`config.mk`:
```
export PLATFORM = sky130hd
export DESIGN_NAME = mcu_spi_target
export DESIGN_NICKNAME = d
export VERILOG_FILES = /design/src/rtl/mcu_spi_pkg.sv /design/src/rtl/spi_sync_edge.sv /design/src/rtl/mcu_spi_target.sv
export SDC_FILE = /design/constraint.sdc
export NUM_CORES = 1
export LEC_CHECK = 0
export CORE_ASPECT_RATIO = 0.9
export CORE_UTILIZATION = 45
export CTS_BUF_LIST = sky130_fd_sc_hd__clkbuf_8
export CTS_CLUSTER_SIZE = 16
export DETAILED_ROUTE_END_ITERATION = 12
export DONT_BUFFER_PORTS = 1
export PLACE_DENSITY = 0.61
export SYNTH_ARGS = -nofsm -noshare
export SYNTH_HDL_FRONTEND = slang
export SYNTH_SLANG_ARGS = --single-unit
```
`constraint.sdc`:
```
create_clock -name clk -period 1.6 [get_ports clk]
set_input_delay 0.16 -clock clk [delete_from_list [all_inputs] [get_ports clk]]
set_output_delay 0.16 -clock clk [all_outputs]
set_load 0.005 [all_outputs]
```
`src/rtl/mcu_spi_pkg.sv`:
```
// Shared types for the MCU SPI target front-end: FSM states and target ids.
package mcu_spi_pkg;

    typedef enum logic [2:0] {
        ST_WAIT_HIGH,
        ST_IDLE,
        ST_TARGET,
        ST_CMD,
        ST_DATA
    } spi_state_e;

    localparam logic [7:0] TGT_SYS  = 8'd0;
    localparam logic [7:0] TGT_HID  = 8'd1;
    localparam logic [7:0] TGT_SDC  = 8'd2;
    localparam logic [7:0] TGT_PORT = 8'd3;

endpackage

```
`src/rtl/spi_sync_edge.sv`:
```
// N-stage synchroniser for an asynchronous input, with single-cycle rise/fall pulses.
module spi_sync_edge #(
    parameter int STAGES = 2
) (
    input  logic clk,
    input  logic reset_n,
    input  logic async_i,
    output logic level_o,
    output logic rise_o,
    output logic fall_o
);

    logic [STAGES-1:0] sync_q;
    logic              prev_q;

    // Reset to 0 so a CS that is really low after reset is never mistaken for idle-high.
    always_ff @(posedge clk) begin
        if (!reset_n) begin
            sync_q <= '0;
            prev_q <= 1'b0;
        end else begin
            sync_q <= {sync_q[STAGES-2:0], async_i};
            prev_q <= sync_q[STAGES-1];
        end
    end

    assign level_o = sync_q[STAGES-1];
    assign rise_o  = sync_q[STAGES-1] & ~prev_q;
    assign fall_o  = ~sync_q[STAGES-1] & prev_q;

endmodule

```
`src/rtl/mcu_spi_target.sv`:
```
// SPI (mode 0) target: frames are target byte, command byte, payload; replies lag one byte.
// Optional stall timeout with frame_error is enabled by defining MCU_SPI_TIMEOUT_EN.
module mcu_spi_target
    import mcu_spi_pkg::*;
#(
    parameter int SYNC_STAGES    = 2,
    parameter int NUM_TARGETS    = 4,
    parameter int TIMEOUT_CYCLES = 1_000_000
) (
    input  logic                   clk,
    input  logic                   reset_n,
    input  logic                   spi_cs_n,
    input  logic                   spi_sck,
    input  logic                   spi_mosi,
    output logic                   spi_miso,
    output logic [NUM_TARGETS-1:0] target_sel,
    output logic                   data_out_strobe,
    output logic                   data_out_start,
    output logic [7:0]             data_out,
    input  logic [7:0]             data_in,
    output logic                   frame_error
);

    logic cs_lvl, cs_rise, cs_fall;
    logic sck_lvl_unused, sck_rise, sck_fall;
    logic mosi_lvl, mosi_rise_unused, mosi_fall_unused;

    spi_sync_edge #(.STAGES(SYNC_STAGES)) u_cs_sync (
        .clk(clk), .reset_n(reset_n), .async_i(spi_cs_n),
        .level_o(cs_lvl), .rise_o(cs_rise), .fall_o(cs_fall)
    );
    spi_sync_edge #(.STAGES(SYNC_STAGES)) u_sck_sync (
        .clk(clk), .reset_n(reset_n), .async_i(spi_sck),
        .level_o(sck_lvl_unused), .rise_o(sck_rise), .fall_o(sck_fall)
    );
    spi_sync_edge #(.STAGES(SYNC_STAGES)) u_mosi_sync (
        .clk(clk), .reset_n(reset_n), .async_i(spi_mosi),
        .level_o(mosi_lvl), .rise_o(mosi_rise_unused), .fall_o(mosi_fall_unused)
    );

    spi_state_e             state_q, state_d;
    logic [2:0]             bit_cnt_q, bit_cnt_d;
    logic [7:0]             rx_q, rx_d;
    logic [7:0]             tx_q, tx_d;
    logic [NUM_TARGETS-1:0] sel_q, sel_d;
    logic                   strobe_q, strobe_d;
    logic                   start_q, start_d;
    logic [7:0]             dout_q, dout_d;
    logic                   load_q, load_d;
    logic [7:0]             rx_byte;

`ifdef MCU_SPI_TIMEOUT_EN
    logic [31:0] timeout_q, timeout_d;
    logic        ferr_q, ferr_d;
`else
    logic [31:0] timeout_unused;
    assign timeout_unused = 32'(TIMEOUT_CYCLES);
`endif

    always_comb begin
        state_d   = state_q;
        bit_cnt_d = bit_cnt_q;
        rx_d      = rx_q;
        tx_d      = tx_q;
        sel_d     = sel_q;
        strobe_d  = 1'b0;
        start_d   = 1'b0;
        dout_d    = dout_q;
        load_d    = strobe_q;
        rx_byte   = {rx_q[6:0], mosi_lvl};
`ifdef MCU_SPI_TIMEOUT_EN
        ferr_d    = 1'b0;
        timeout_d = '0;
`endif
        // The fall closing a byte does not shift: the reply reload supplies the next MSB.
        if (sck_fall && bit_cnt_q != 3'd0) begin
            tx_d = {tx_q[6:0], 1'b0};
        end
        if (load_q && state_q == ST_DATA) begin
            tx_d = data_in;
        end

        case (state_q)
            ST_WAIT_HIGH: begin
                if (cs_lvl) state_d = ST_IDLE;
            end
            ST_IDLE: begin
                if (cs_fall) begin
                    state_d   = ST_TARGET;
                    bit_cnt_d = '0;
                    rx_d      = '0;
                    tx_d      = '0;
                end
            end
            default: begin
                if (sck_rise) begin
                    rx_d      = rx_byte;
                    bit_cnt_d = bit_cnt_q + 3'd1;
                    if (bit_cnt_q == 3'd7) begin
                        if (state_q == ST_TARGET) begin
                            state_d = ST_CMD;
                            for (int i = 0; i < NUM_TARGETS; i++) begin
                                sel_d[i] = (rx_byte == 8'(i));
                            end
                        end else begin
                            state_d = ST_DATA;
                            if (|sel_q) begin
                                strobe_d = 1'b1;
                                start_d  = (state_q == ST_CMD);
                                dout_d   = rx_byte;
                            end
                        end
                    end
                end
            end
        endcase

`ifdef MCU_SPI_TIMEOUT_EN
        if (!cs_lvl && state_q != ST_WAIT_HIGH && !sck_rise && !sck_fall) begin
            if (timeout_q == 32'(TIMEOUT_CYCLES - 1)) begin
                ferr_d   = 1'b1;
                state_d  = ST_WAIT_HIGH;
                sel_d    = '0;
                strobe_d = 1'b0;
                start_d  = 1'b0;
                tx_d     = '0;
            end else begin
                timeout_d = timeout_q + 32'd1;
            end
        end
`endif

        // A CS rise beats a coincident SCK rise and drops any partial byte.
        if (cs_rise) begin
            state_d   = ST_IDLE;
            sel_d     = '0;
            strobe_d  = 1'b0;
            start_d   = 1'b0;
            tx_d      = '0;
            bit_cnt_d = '0;
        end
    end

    always_ff @(posedge clk) begin
        if (!reset_n) begin
            state_q   <= ST_WAIT_HIGH;
            bit_cnt_q <= '0;
            rx_q      <= '0;
            tx_q      <= '0;
            sel_q     <= '0;
            strobe_q  <= 1'b0;
            start_q   <= 1'b0;
            dout_q    <= '0;
            load_q    <= 1'b0;
        end else begin
            state_q   <= state_d;
            bit_cnt_q <= bit_cnt_d;
            rx_q      <= rx_d;
            tx_q      <= tx_d;
            sel_q     <= sel_d;
            strobe_q  <= strobe_d;
            start_q   <= start_d;
            dout_q    <= dout_d;
            load_q    <= load_d;
        end
    end

`ifdef MCU_SPI_TIMEOUT_EN
    always_ff @(posedge clk) begin
        if (!reset_n) begin
            timeout_q <= '0;
            ferr_q    <= 1'b0;
        end else begin
            timeout_q <= timeout_d;
            ferr_q    <= ferr_d;
        end
    end
    assign frame_error = ferr_q;
`else
    assign frame_error = 1'b0;
`endif

    assign spi_miso        = tx_q[7];
    assign target_sel      = sel_q;
    assign data_out_strobe = strobe_q;
    assign data_out_start  = start_q;
    assign data_out        = dout_q;

endmodule

```
==> flow_summary.ini, run 1 <==
[run_status]
result_of_the_run = finished clean

[die]
core_region_area_mm2 = 0.003757
placementRows = 21
die-area_mm2 = 0.004241
die_width_um = 68.54
i_o_pin_cnt = 29
die_h_um = 61.88
start_util_pct = 47.72

[final_layout]
multi_input_area_um2 = 864.6
areaGrowthSynthToFinish_pct = 15.84
final_nets = 223
regArea_um2 = 883.3
layout-drive-gt1-share_pct = 14.08
number_of_fill_cells = 327
number_of_inserted_diodes = 0
stdcell_count = 252

[clock_tree]
worst_path_clk_slew_ns = 0.08
h-tree-depth = 2
root_buffer = clkbuf_8
cts_made_buffers = 5
cts.sinks = 44
tritoncts_clock_tree = done
cts.path.max_buffers = 2
insertion_delay_of_the_later_clocked_pin_in_the_worst_skew_pair_ns = 0.28
cts_setup_buffers = 0

[setup_path]
crit-reg2reg-launch = bit_cnt_q[0]
crit_path_max_fanout = 4
r2r_setup_slack_ns = 0.05
cp.required_ns = 1.82
rr_endpoint = target_sel[3]
ff2ff_path_depth = 6
end_kind = flop
worstSetupStartpointType = flop
path_class = flop to flop
worst_ep_arrival_time_ns = 1.78

[timing]
finClkSkew_ns = 0.002482
final.setup.tns_ns = 0
max-slew-margin-rel_pct = 65.95
timing_worst_slew_pin_value_ns = 0.5089
period_needed_ns = 1.552
timing.final.crit_share_pct = 97.02
fin_worst_hold_slack_ns = 0.01042
setup_violations = 0
fmaxAchievable_ghz = 0.6442
grt_setup_unrepaired = yes
timing_max_transition_violations_final = 0
final_hold_viol_count = 0

[place]
globalplace.congestion = 0.7690
dp_hpwl_um = 2247
io_buffers = 0
placed_cells_incl_taps = 239

[routing]
route.vias.total = 1323
postRouteAntennaNets = 0
wire_per_inst_um = 12.94
residual_drc_count = 0
drt_pre_antenna_iters = 4
postRouteWirelength_um = 3261
detail_route.vias_per_cell = 5.250
detail_route.iter0.violations = 76

[yosys]
synthDistinctLibCells = 32
synthesis.nets = 214
mappedNetlistArea_mm2 = 0.001793
synth.top_cells.by_count = dfxtp_1 (44), nand2_1 (18), nor2_1 (16)
post-synth-top-count-cell = dfxtp_1
post_synth_edffs = 0
yosys_top_cell_by_area = dfxtp_1
yosysWarnings = 0
synth-main-ff-cell = dfxtp_1
yosysSeqAreaShare_pct = 49.13
synth.top_cell.area_share_pct = 49.13
asyncSetResetFlopFracSynth_pct = 0
ys_seq_elements = 44
synth_top_cells_by_area = dfxtp_1 (49%), mux2i_1 (5.6%), nand2_1 (3.8%), ha_1 (3.5%), nand3_1 (3.3%)
avgSynthCellArea_um2 = 9.148
synth_cells = 196

[global_route]
grt-ovfl-total = 0
global_route_usage_over_all_layers_pct = 16.35
antenna_violations_before_repair = 0
grt_first_pass_wirelength_um = 5023
first_global_vias = 1165
grt_max_degree = 25

[min_path]
hold_start = reset_n
hold_path_depth = 1
timing.hold.worst_endpoint = rx_q[4]
hold_class = primary input to flop

[pwr]
power.static_leakage_nw = 0.7307
power.ir.vdd_worst_v = 0.0006326
pwr_density_cell_mw_per_mm2 = 1016

[flow_run]
cap_viol_max_count = 0
## state kept, by name, summed over array words and instances (netlist names)
register and cells:
data_out 8, tx_q 8, rx_q 7, target_sel 4, bit_cnt_q 3, state_q 3
u_cs_sync.sync_q 2, u_mosi_sync.sync_q 2, u_sck_sync.sync_q 2, data_out_start 1, data_out_strobe 1, load_q 1
u_cs_sync.prev_q 1, u_sck_sync.prev_q 1
## cell families (layout without fill, tap and decap cells)
family,count (synthesis),in the layout,synth area share [%]
AO/OA/AOI/OAI,36,36,12.28
adder cells (fa/ha/maj),5,5,3.489
buffers and inverters,16,26,3.978
flip-flops,44,44,49.13
multiplexers,11,11,6.420
other,1,1,0.2092
AND/OR/NAND/NOR,83,83,24.49
## placed cells by master (no fill, tap or decap), types with 3 or more instances in the layout
cell type      instances
nor2_1                16
dfxtp_1               42
nand2_1               18
and2_1                 9
a21oi_1                6
nand4_1                3
buf_4                  6
inv_1                  5
nor2b_1                7
a211oi_1               7
mux2i_1               10
ha_1                   5
a22oi_1                7
clkbuf_8               7
dlygate4sd3_1          5
nand2b_1               3
nand3_1               11
o21ai_0               12
## routing by layer
| layer | GRT usage [%] | part of all wire [%] |
|---|---|---|
| met1 | 21.44 | 51 |
| met4 | 4.464 | 0 |
| met5 | 0 | 0 |
| met3 | 5.657 | 4.2 |
| met2 | 25.63 | 45 |
## critical path, stage by stage (launching register included)
cell and delay [ns]:
dfxtp_2 0.35, ha_1 0.15, ha_1 0.15, and3b_2 0.23, nand3_2 0.10, or3_1 0.37
a21oi_2 0.13
## final cells by class
cell class | instances | area share, %
timing repair buffer | 13 | 6.084
clock buffer | 7 | 4.639
tap | 46 | 2.771
multi-input combinational | 136 | 41.63
clock inverter | 1 | 1.446
sequential | 44 | 42.53
inverter | 5 | 0.9036
## report_power, final
group | total (W) | internal, W | leakage, nW | switching (W)
combinational | 0.0000830 | 0.0000379 | 0.309 | 0.0000451
sequential | 0.00113 | 0.00111 | 0.357 | 0.0000202
clock | 0.000898 | 0.000551 | 0.0645 | 0.000348
## what timing repair did
item,4_1_cts,5_1_grt
resized for setup,1,8
endpoints found under the hold margin,12,0
hold buffers,5,0
endpoints found under the setup margin,2,10
pin swaps,0,5
## metrics by stage
stage	util, %	total power, W	area, µm²	worst slack, ns
finish	55.28	0.002110	2077	0.04760
global route	55.28	0.002201	2077	-0.01025
global placement	49.78	0.001218	1871	0.07838
detailed placement	49.78	0.001221	1871	0.01270
CTS	54.51	0.002133	2048	0.01783
floorplan	-	0.001218	1793	0.07655
## worst max-delay path by stage
| stage | startpoint | slack (ns) | cells after the start | end |
|---|---|---|---|---|
| 6_report | bit_cnt_q[0] | 0.05 | 6 | target_sel[3] |
| 2_1_floorplan | bit_cnt_q[0] | 0.08 | 6 | target_sel[2] |
| 3_3_place_gp | bit_cnt_q[0] | 0.08 | 6 | target_sel[2] |
| 5_1_grt | bit_cnt_q[0] | -0.01 | 7 | tx_q[4] |
| 3_5_place_dp | bit_cnt_q[0] | 0.01 | 6 | target_sel[3] |
| 4_1_cts | bit_cnt_q[1] | 0.02 | 6 | target_sel[3] |
(Power assumes the default switching activity.)
==> run 2: changes to the inputs <==
--- a/config.mk
+++ b/config.mk
@@ -5,7 +5,8 @@
 export SDC_FILE = /design/constraint.sdc
 export NUM_CORES = 1
 export LEC_CHECK = 0
-export CORE_ASPECT_RATIO = 0.9
+export CAP_MARGIN = 20
+export CORE_MARGIN = 2
 export CORE_UTILIZATION = 45
 export CTS_BUF_LIST = sky130_fd_sc_hd__clkbuf_8
 export CTS_CLUSTER_SIZE = 16
==> flow_summary.ini, run 2 (synthesized netlist as in run 1, its figures left out) <==
[final_layout]
number_of_inserted_diodes = 0
areaGrowthSynthToFinish_pct = 17.38
stdcell_count = 254
layout.cells.most_common = dfxtp_1
layout-drive-gt1-share_pct = 16.99
most_frequent_cells_in_the_layout = dfxtp_1 (42), nand2_1 (18), nor2_1 (15)
postLayoutCellArea_mm2 = 0.002105
final_nets = 223

[clock_tree]
root_buffer = clkbuf_8
cts.path.max_buffers = 2
worst_path_clk_slew_ns = 0.08
insertion_delay_of_the_later_clocked_pin_in_the_worst_skew_pair_ns = 0.29
tritoncts_clock_tree = done
cts.sinks = 44
cts_made_buffers = 5
h-tree-depth = 2

[timing]
setup_violations = 0
timing_max_transition_violations_final = 0
fmaxAchievable_ghz = 0.6381
timing.final.crit_share_pct = 97.94
period_needed_ns = 1.567
grt_setup_unrepaired = yes
finClkSkew_ns = 0.008455
final_hold_viol_count = 0

[routing]
wire_per_inst_um = 13.77
detail_route.vias_per_cell = 5.323
detail_route.iter0.violations = 38
drt_pre_antenna_iters = 4
postRouteAntennaNets = 0
postRouteWirelength_um = 3497
residual_drc_count = 0
route.vias.total = 1352

[setup_path]
worstSetupStartpointType = flop
path_class = flop to flop
cp_cell_sequence = ha_1 > ha_2 > and3b_2 > nand3_4 > or3_1 > a21oi_1
critical_path.slowest_cell = dfxtp_2
worst_ep_arrival_time_ns = 1.79
end_kind = flop
crit_buf_inv = 0
crit_path_max_fanout = 4
kind_of_cell_with_the_highest_combined_delay_on_the_critical_path = simple AND/OR/NAND/NOR gates
cp.required_ns = 1.82
worst_path_largest_cell_delay_ns = 0.35

[global_route]
antenna_violations_before_repair = 0
grtUsageMet2_pct = 31.56
grt_first_pass_wirelength_um = 5906
grt.met3_usage_pct = 5.574
first_global_vias = 1328
groute.layer.met1.usage_pct = 19.25
top_usage_layer = met2
grt-ovfl-total = 0
grt_max_degree = 23
global_route_usage_over_all_layers_pct = 17.33

[die]
start_util_pct = 47.89
die-area_mm2 = 0.004505
i_o_pin_cnt = 29
core_region_area_mm2 = 0.003744
die_h_um = 67.12
die_width_um = 67.12
placementRows = 22

[pwr]
p_clk_share_pct = 42.9
power_frac_seq_pct = 53.1
power.ir.vdd_worst_v = 0.0006189
power.static_leakage_nw = 0.7328
net-switching-power_w = 0.0004269
power_report.internal_total_w = 0.001696
comb_power_share_pct = 3.9
pwr_density_cell_mw_per_mm2 = 1009
power.share.switching_pct = 20.11
power_w = 0.002123

[run_status]
result_of_the_run = finished clean

[flow_run]
cap_viol_max_count = 0

[place]
globalplace.congestion = 0.8302
placed_cells_incl_taps = 241
dp_hpwl_um = 2413
place_area_mm2 = 0.001873
io_buffers = 0

[min_path]
hold_class = primary input to flop
==> run 2: per-layer routing <==
| metal | wire (µm) | up-vias |
|---|---|---|
| li1 | - | 690 |
| met1 | 1516 | 625 |
| met2 | 1757 | 32 |
| met3 | 189 | 5 |
| met4 | 33 | 0 |
| met5 | 0 | - |
==> run 2: what timing repair did <==
item,4_1_cts,5_1_grt
pin swaps,0,1
gates resized for setup,3,12
setup endpoints to repair,3,16
hold buffers,4,0
hold endpoints to repair,14,0
setup buffers,0,1
==> run 2: path summary, 6_finish.rpt <==
kind              depth (start not counted)  slack (ns)                  from                    to
setup / recovery                          6        0.03          bit_cnt_q[0]         target_sel[3]
hold / removal                            1        0.01               reset_n               rx_q[6]
setup reg to reg                          6        0.03          bit_cnt_q[0]         target_sel[3]
hold reg to reg                           1        0.44  u_sck_sync.sync_q[0]  u_sck_sync.sync_q[1]
==> run 2: area by class of cell <==
cell class              instances  area (µm²)
inverters                       5       18.77
multi-input cells             136       892.1
repair buffers                 13       123.9
flip-flops and latches         44       883.3
clock buffers                   7       96.34
well taps                      48       60.06
clock inverters                 1       30.03
fillers                       349        1639
==> run 2: power by group through the flow <==
stage | Sequential [W] | Combinational (W) | Clock [W]
floorplan | 0.00114 | 0.0000792 | 0
global placement | 0.00115 | 0.0000657 | 0
detailed placement | 0.00115 | 0.0000665 | 0
CTS | 0.00113 | 0.0000780 | 0.000929
global route | 0.00113 | 0.0000923 | 0.000971
finish | 0.00113 | 0.0000832 | 0.000912
==> run 2: through the flow <==
stage	hold WS, ns	util (%)	TNS, ns	setup WS (ns)
global route	0.001226	56.22	-0.1121	-0.06568
global placement	0.2850	50.03	0	0.07933
floorplan	0.2873	-	0	0.07655
detailed placement	0.2860	50.03	-0.02179	-0.01209
CTS	0.002934	54.58	0	0.01355
finish	0.01040	56.22	0	0.03295
